==> config.mk <==
export PLATFORM = sky130hd
export DESIGN_NAME = control_sequencer_flat
export DESIGN_NICKNAME = d
export VERILOG_FILES = /design/src/rtl/control_sequencer_if.sv /design/src/rtl/control_sequencer.sv /design/src/flat_wrapper.sv
export SDC_FILE = /design/constraint.sdc
export NUM_CORES = 1
export LEC_CHECK = 0
export ABC_CLOCK_PERIOD_IN_PS = 5600
export BUFFER_PORTS_ARGS = -buffer_cell sky130_fd_sc_hd__buf_4
export CORE_ASPECT_RATIO = 0.5
export CORE_MARGIN = 2
export CORE_UTILIZATION = 35
export CTS_BUF_LIST = sky130_fd_sc_hd__clkbuf_8
export CTS_CLUSTER_DIAMETER = 100
export DETAILED_ROUTE_END_ITERATION = 6
export GPL_TIMING_DRIVEN = 0
export PLACE_DENSITY = 0.81
export SYNTH_ARGS = -nofsm -noshare
export SYNTH_HDL_FRONTEND = slang
export SYNTH_SLANG_ARGS = --single-unit
==> constraint.sdc <==
create_clock -name Clock -period 5.6 [get_ports Clock]
set_input_delay 1.12 -clock Clock [delete_from_list [all_inputs] [get_ports Clock]]
set_output_delay 1.12 -clock Clock [all_outputs]
set_load 0.005 [all_outputs]
==> src/rtl/control_sequencer_if.sv <==
// Bus bundle between the control sequencer and the datapath: fetch/decode
// inputs plus every strobe the sequencer issues.
interface control_sequencer_if;
   logic        run;
   logic        mem_ready;
   logic [31:0] IR;

   logic        PCout, Zlowout, Zhighout, MDRout;
   logic [15:0] Rout;
   logic        MARin, PCin, MDRin, IRin, Yin, HIin, LOin, Zin_low, Zin_high;
   logic [15:0] Rin;
   logic        IncPC, Read;
   logic [4:0]  alu_op;
   logic        halted, illegal;

   modport master (
      input  run, mem_ready, IR,
      output PCout, Zlowout, Zhighout, MDRout, Rout,
             MARin, PCin, MDRin, IRin, Yin, HIin, LOin, Zin_low, Zin_high, Rin,
             IncPC, Read, alu_op, halted, illegal
   );

   modport slave (
      output run, mem_ready, IR,
      input  PCout, Zlowout, Zhighout, MDRout, Rout,
             MARin, PCin, MDRin, IRin, Yin, HIin, LOin, Zin_low, Zin_high, Rin,
             IncPC, Read, alu_op, halted, illegal
   );
endinterface

==> src/rtl/control_sequencer.sv <==
// Multi-cycle fetch/decode/execute sequencer issuing one-hot datapath strobes
// for ALU, unary, mul/div, nop and halt instructions.
module control_sequencer (
   input logic                   Clock,
   input logic                   clear,
   control_sequencer_if.master   bus
);

   typedef enum logic [3:0] {
      S_IDLE, S_T0, S_T1, S_T2, S_T3, S_T4, S_T5, S_T6, S_HALT
   } state_t;

   state_t state_q, state_d;
   logic   illegal_q, illegal_d;

   logic [4:0] opcode;
   logic [3:0] ra, rb, rc;
   logic       is_bin, is_un, is_md, is_nop, is_hlt;

   assign opcode = bus.IR[31:27];
   assign ra     = bus.IR[26:23];
   assign rb     = bus.IR[22:19];
   assign rc     = bus.IR[18:15];

   assign is_bin = (opcode >= 5'h03) && (opcode <= 5'h0A);
   assign is_un  = (opcode == 5'h11) || (opcode == 5'h12);
   assign is_md  = (opcode == 5'h0F) || (opcode == 5'h10);
   assign is_nop = (opcode == 5'h1B);
   assign is_hlt = (opcode == 5'h1C);

   always_ff @(posedge Clock) begin
      if (!clear) begin
         state_q   <= S_IDLE;
         illegal_q <= 1'b0;
      end else begin
         state_q   <= state_d;
         illegal_q <= illegal_d;
      end
   end

   always_comb begin
      state_d      = state_q;
      illegal_d    = illegal_q;
      bus.PCout    = 1'b0;
      bus.Zlowout  = 1'b0;
      bus.Zhighout = 1'b0;
      bus.MDRout   = 1'b0;
      bus.Rout     = '0;
      bus.MARin    = 1'b0;
      bus.PCin     = 1'b0;
      bus.MDRin    = 1'b0;
      bus.IRin     = 1'b0;
      bus.Yin      = 1'b0;
      bus.HIin     = 1'b0;
      bus.LOin     = 1'b0;
      bus.Zin_low  = 1'b0;
      bus.Zin_high = 1'b0;
      bus.Rin      = '0;
      bus.IncPC    = 1'b0;
      bus.Read     = 1'b0;
      bus.alu_op   = '0;
      bus.halted   = 1'b0;
      bus.illegal  = illegal_q;

      unique case (state_q)
         S_IDLE: begin
            if (bus.run) state_d = S_T0;
         end
         S_T0: begin
            bus.PCout   = 1'b1;
            bus.MARin   = 1'b1;
            bus.IncPC   = 1'b1;
            bus.Zin_low = 1'b1;
            bus.alu_op  = 5'h03;
            state_d     = S_T1;
         end
         S_T1: begin
            // PC is loaded only on the exit cycle so a memory wait cannot double-increment it
            bus.Zlowout = 1'b1;
            bus.Read    = 1'b1;
            bus.MDRin   = 1'b1;
            bus.PCin    = bus.mem_ready;
            if (bus.mem_ready) state_d = S_T2;
         end
         S_T2: begin
            bus.MDRout = 1'b1;
            bus.IRin   = 1'b1;
            state_d    = S_T3;
         end
         S_T3: begin
            if (is_nop) begin
               state_d = S_T0;
            end else if (is_hlt) begin
               state_d = S_HALT;
            end else if (is_bin || is_un || is_md) begin
               bus.Rout = 16'b1 << rb;
               bus.Yin  = 1'b1;
               state_d  = S_T4;
            end else begin
               illegal_d = 1'b1;
               state_d   = S_HALT;
            end
         end
         S_T4: begin
            // unary ops take their single operand from Y, so nothing drives the bus
            if (!is_un) bus.Rout = 16'b1 << rc;
            bus.alu_op   = opcode;
            bus.Zin_low  = 1'b1;
            bus.Zin_high = 1'b1;
            state_d      = S_T5;
         end
         S_T5: begin
            bus.Zlowout = 1'b1;
            if (is_md) begin
               bus.LOin = 1'b1;
               state_d  = S_T6;
            end else begin
               bus.Rin  = 16'b1 << ra;
               state_d  = S_T0;
            end
         end
         S_T6: begin
            bus.Zhighout = 1'b1;
            bus.HIin     = 1'b1;
            state_d      = S_T0;
         end
         S_HALT: begin
            bus.halted = 1'b1;
            if (bus.run) state_d = S_T0;
         end
         default: state_d = S_IDLE;
      endcase
   end

endmodule

==> src/flat_wrapper.sv <==
// flat-port wrapper written by rule: the top's interface ports become plain ports
module control_sequencer_flat 
  (Clock, clear, bus_run, bus_mem_ready, bus_IR, bus_PCout, bus_Zlowout, bus_Zhighout, bus_MDRout, bus_Rout, bus_MARin, bus_PCin, bus_MDRin, bus_IRin, bus_Yin, bus_HIin, bus_LOin, bus_Zin_low, bus_Zin_high, bus_Rin, bus_IncPC, bus_Read, bus_alu_op, bus_halted, bus_illegal);
  control_sequencer_if bus_i ();
  input logic Clock;
  input logic clear;
  input wire logic [$bits(bus_i.run)-1:0] bus_run;
  input wire logic [$bits(bus_i.mem_ready)-1:0] bus_mem_ready;
  input wire logic [$bits(bus_i.IR)-1:0] bus_IR;
  output wire logic [$bits(bus_i.PCout)-1:0] bus_PCout;
  output wire logic [$bits(bus_i.Zlowout)-1:0] bus_Zlowout;
  output wire logic [$bits(bus_i.Zhighout)-1:0] bus_Zhighout;
  output wire logic [$bits(bus_i.MDRout)-1:0] bus_MDRout;
  output wire logic [$bits(bus_i.Rout)-1:0] bus_Rout;
  output wire logic [$bits(bus_i.MARin)-1:0] bus_MARin;
  output wire logic [$bits(bus_i.PCin)-1:0] bus_PCin;
  output wire logic [$bits(bus_i.MDRin)-1:0] bus_MDRin;
  output wire logic [$bits(bus_i.IRin)-1:0] bus_IRin;
  output wire logic [$bits(bus_i.Yin)-1:0] bus_Yin;
  output wire logic [$bits(bus_i.HIin)-1:0] bus_HIin;
  output wire logic [$bits(bus_i.LOin)-1:0] bus_LOin;
  output wire logic [$bits(bus_i.Zin_low)-1:0] bus_Zin_low;
  output wire logic [$bits(bus_i.Zin_high)-1:0] bus_Zin_high;
  output wire logic [$bits(bus_i.Rin)-1:0] bus_Rin;
  output wire logic [$bits(bus_i.IncPC)-1:0] bus_IncPC;
  output wire logic [$bits(bus_i.Read)-1:0] bus_Read;
  output wire logic [$bits(bus_i.alu_op)-1:0] bus_alu_op;
  output wire logic [$bits(bus_i.halted)-1:0] bus_halted;
  output wire logic [$bits(bus_i.illegal)-1:0] bus_illegal;
  assign bus_i.run = bus_run;
  assign bus_i.mem_ready = bus_mem_ready;
  assign bus_i.IR = bus_IR;
  assign bus_PCout = bus_i.PCout;
  assign bus_Zlowout = bus_i.Zlowout;
  assign bus_Zhighout = bus_i.Zhighout;
  assign bus_MDRout = bus_i.MDRout;
  assign bus_Rout = bus_i.Rout;
  assign bus_MARin = bus_i.MARin;
  assign bus_PCin = bus_i.PCin;
  assign bus_MDRin = bus_i.MDRin;
  assign bus_IRin = bus_i.IRin;
  assign bus_Yin = bus_i.Yin;
  assign bus_HIin = bus_i.HIin;
  assign bus_LOin = bus_i.LOin;
  assign bus_Zin_low = bus_i.Zin_low;
  assign bus_Zin_high = bus_i.Zin_high;
  assign bus_Rin = bus_i.Rin;
  assign bus_IncPC = bus_i.IncPC;
  assign bus_Read = bus_i.Read;
  assign bus_alu_op = bus_i.alu_op;
  assign bus_halted = bus_i.halted;
  assign bus_illegal = bus_i.illegal;
  control_sequencer u_core (.Clock(Clock), .clear(clear), .bus(bus_i));
endmodule
==> reports/qor.yml <==
drt:
  route.met3.wl_um: 249
  routedWlPerCell_um: 12.9
  drc: 0
  initialDrtViolationCount: 68
  highest_layer: "met4"
  ant_nets: 0
  num_vias: 1420
  firstDrtPassIters: 5
  wl_met2_um: 1690
  finalWirelength_um: 3470
  wl_met1_um: 1470
  viasPerCell: 5.30
clock_network:
  clk_pin_slew_ns: 0.03
  clockBufferDepth: 2
  clockRootBuffer: "clkbuf_8"
  numCtsBuffers: 3
  worstSkewPairLatency_ns: 0.22
  htreeDepth: 1
  cts.repair.resized: 0
  cts.sinks: 5
  holdBufCountCts: 0
  post_cts_buffers: 0
  cts_tree: "built"
floorplan:
  core.rowCount: 13
  dieWidth_um: 79.7
  fp.dieH_um: 41.9
  pin_count: 90
  die_area_mm2: 0.00334
  core_area_mm2: 0.00265
  start_util_pct: 37.8
sta:
  min_period_ns: 4.02
  max_freq_mhz: 249
  rsz0062_at_grt: "false"
  tns_ns: 0
  post-route-period-util_pct: 71.7
  hold_violations: 0
  maxSlewViolCount: 0
  setup_viol: 0
  slew_headroom_pct: 53.7
  clock_skew_ns: 0.000220
  tightest_slew_ns: 0.685
final_layout:
  fillers: 258
  seq_area_um2: 100
  nets: 268
  multiInputGateArea_um2: 802
  area_growth_pct: 62.2
  num_antenna_cells: 0
  drive_above_1_share_pct: 38.5
  final_cell_mix: "76 x buf_4, 23 x nor2_1, 22 x nand2_1, 10 x nand2b_1, 9 x o31ai_1"
  final_common_cell: "buf_4"
  final_cells: 268
logic_synthesis:
  synth_edf_count: 0
  yosys_warnings: 0
  ys.flop_type: "dfxtp_1"
  syn_inst: 156
  seq_area_frac_synth_pct: 9.98
  synth_seq_cells: 5
  yosys.cell_types.count: 42
  async_reset_ff_share_pct: 0
  synth.net_count: 192
  syn_avg_cell_area_um2: 6.43
  netlist_area_mm2: 0.00100
power:
  cellLeakagePower_nw: 0.774
  power_frac_clock_pct: 29.2
  vdd_drop_max_mv: 0.0757
  intPower_w: 0.000144
  p_total_w: 0.000222
  p_comb_share_pct: 51.1
  power_switching_w: 0.0000786
  switching_share_pct: 35.4
  p_per_area_mw_per_mm2: 137
  pwr-share-seq_pct: 19.7
job:
  max-cap-violations: 0
place:
  io_buffers: 71
  gp_congestion: 0.810
  dp_hpwl_um: 2730
  place_inst: 264
global_routing:
  grt_pass1_vias: 1202
  grt_max_degree: 11
  grt_pass1_wl_um: 5460
  antenna_found_initial: 0
  grt_use_total_pct: 20.3
  grt_overflow: 0
worst_setup_path:
  critical_path_class: "in2out"
  cp-start-kind: "input port"
  crit_arrival_ns: 2.90
  end_kind: "primary output"
  cp.required_ns: 4.48
  cp_max_fo: 10
hold_path:
  hold_class: "reg2reg"
outcome:
  status: "finished clean"
## cell type report
type                    count  area share (%)
flip-flops and latches      5            6.15
well taps                  37            2.84
repair buffers             71            32.7
clock inverters             1           0.231
clock buffers               3            2.54
inverters                   7            1.61
multi-input cells         132            49.3
plain buffers              12            4.61
## registers in the layout, indices dropped and copies added (netlist names)
| register | cells |
|---|---|
| u_core.state_q | 4 |
| u_core.bus.illegal | 1 |
## power by group through the flow
stage / clock network [W] / registers (W) / logic [W]
global placement: 0 / 0.0000438 / 0.000111
floorplan: 0 / 0.0000431 / 0.0000618
detailed placement: 0 / 0.0000441 / 0.000113
global route: 0.0000680 / 0.0000443 / 0.000126
CTS: 0.0000664 / 0.0000436 / 0.000113
finish: 0.0000650 / 0.0000438 / 0.000114
## kinds of logic (layout without fill, tap and decap cells)
logic type / Yosys count / count (layout) / synth area share [%]
buf+inv: 19 / 94 / 10.1
xor+xnor: 3 / 3 / 2.62
simple gates: 89 / 89 / 45.9
compound gates: 39 / 39 / 30.4
mux: 1 / 1 / 0.998
flops: 5 / 5 / 9.98
## synth_stat cells, types with 2 or more instances
| library cell | instances | share of area [%] |
|---|---|---|
| and2_1 | 5 | 3.1 |
| xnor2_1 | 2 | 1.7 |
| clkbuf_1 | 3 | 1.1 |
| nand3_1 | 4 | 2.0 |
| buf_2 | 3 | 1.5 |
| buf_4 | 5 | 3.7 |
| inv_1 | 7 | 2.6 |
| nor3_1 | 7 | 3.5 |
| nor4b_1 | 2 | 1.7 |
| o21ai_0 | 5 | 2.5 |
| o41ai_1 | 6 | 5.2 |
| nor3b_1 | 2 | 1.5 |
| dfxtp_1 | 5 | 10 |
| nor2b_1 | 4 | 2.5 |
| o31ai_1 | 9 | 6.7 |
| nand2b_1 | 10 | 6.2 |
| nand2_1 | 22 | 8.2 |
| and3_1 | 2 | 1.2 |
| nor2_1 | 23 | 8.6 |
| a31oi_1 | 2 | 1.2 |
| a21oi_1 | 6 | 3.0 |
| nand4_1 | 2 | 1.2 |
## critical path, stage by stage
cell,delay (ns)
buf_4,0.08
clkbuf_1,0.33
nand2b_1,0.12
xnor2_1,0.19
a21oi_1,0.11
o21ai_2,0.34
buf_2,0.33
o31ai_1,0.13
buf_4,0.15
## metal layers
metal  GRT usage (%)  vias to the layer above
met5               0                        -
met4            9.31                        0
met3            2.17                        6
met2            33.8                       60
met1            26.5                      641
li1                -                      713
## path summary, 6_finish.rpt
check | from | slack, ns | end | cells past startpoint
max reg2reg | u_core.state_q[3]$_SDFFE_PN0P_ | 3.84 | u_core.state_q[2]$_SDFFE_PN0P_ | 4
max | bus_IR[30] | 1.58 | bus_Rout[14] | 9
min reg2reg | u_core.bus.illegal$_SDFFE_PN0P_ | 0.56 | u_core.bus.illegal$_SDFFE_PN0P_ | 2
min | u_core.bus.illegal$_SDFFE_PN0P_ | 0.56 | u_core.bus.illegal$_SDFFE_PN0P_ | 2
## through the flow
stage / util (%) / cell area (µm²) / setup WS (ns) / hold WS [ns]
3_5_place_dp: 59.7 / 1580 / 1.61 / 0.557
4_1_cts: 61.4 / 1630 / 1.60 / 0.564
6_report: 61.4 / 1630 / 1.58 / 0.565
5_1_grt: 61.4 / 1630 / 1.40 / 0.612
2_1_floorplan: - / 1000 / 2.05 / 0.527
3_3_place_gp: 59.7 / 1580 / 1.65 / 0.552
(Power assumes the default switching activity.)
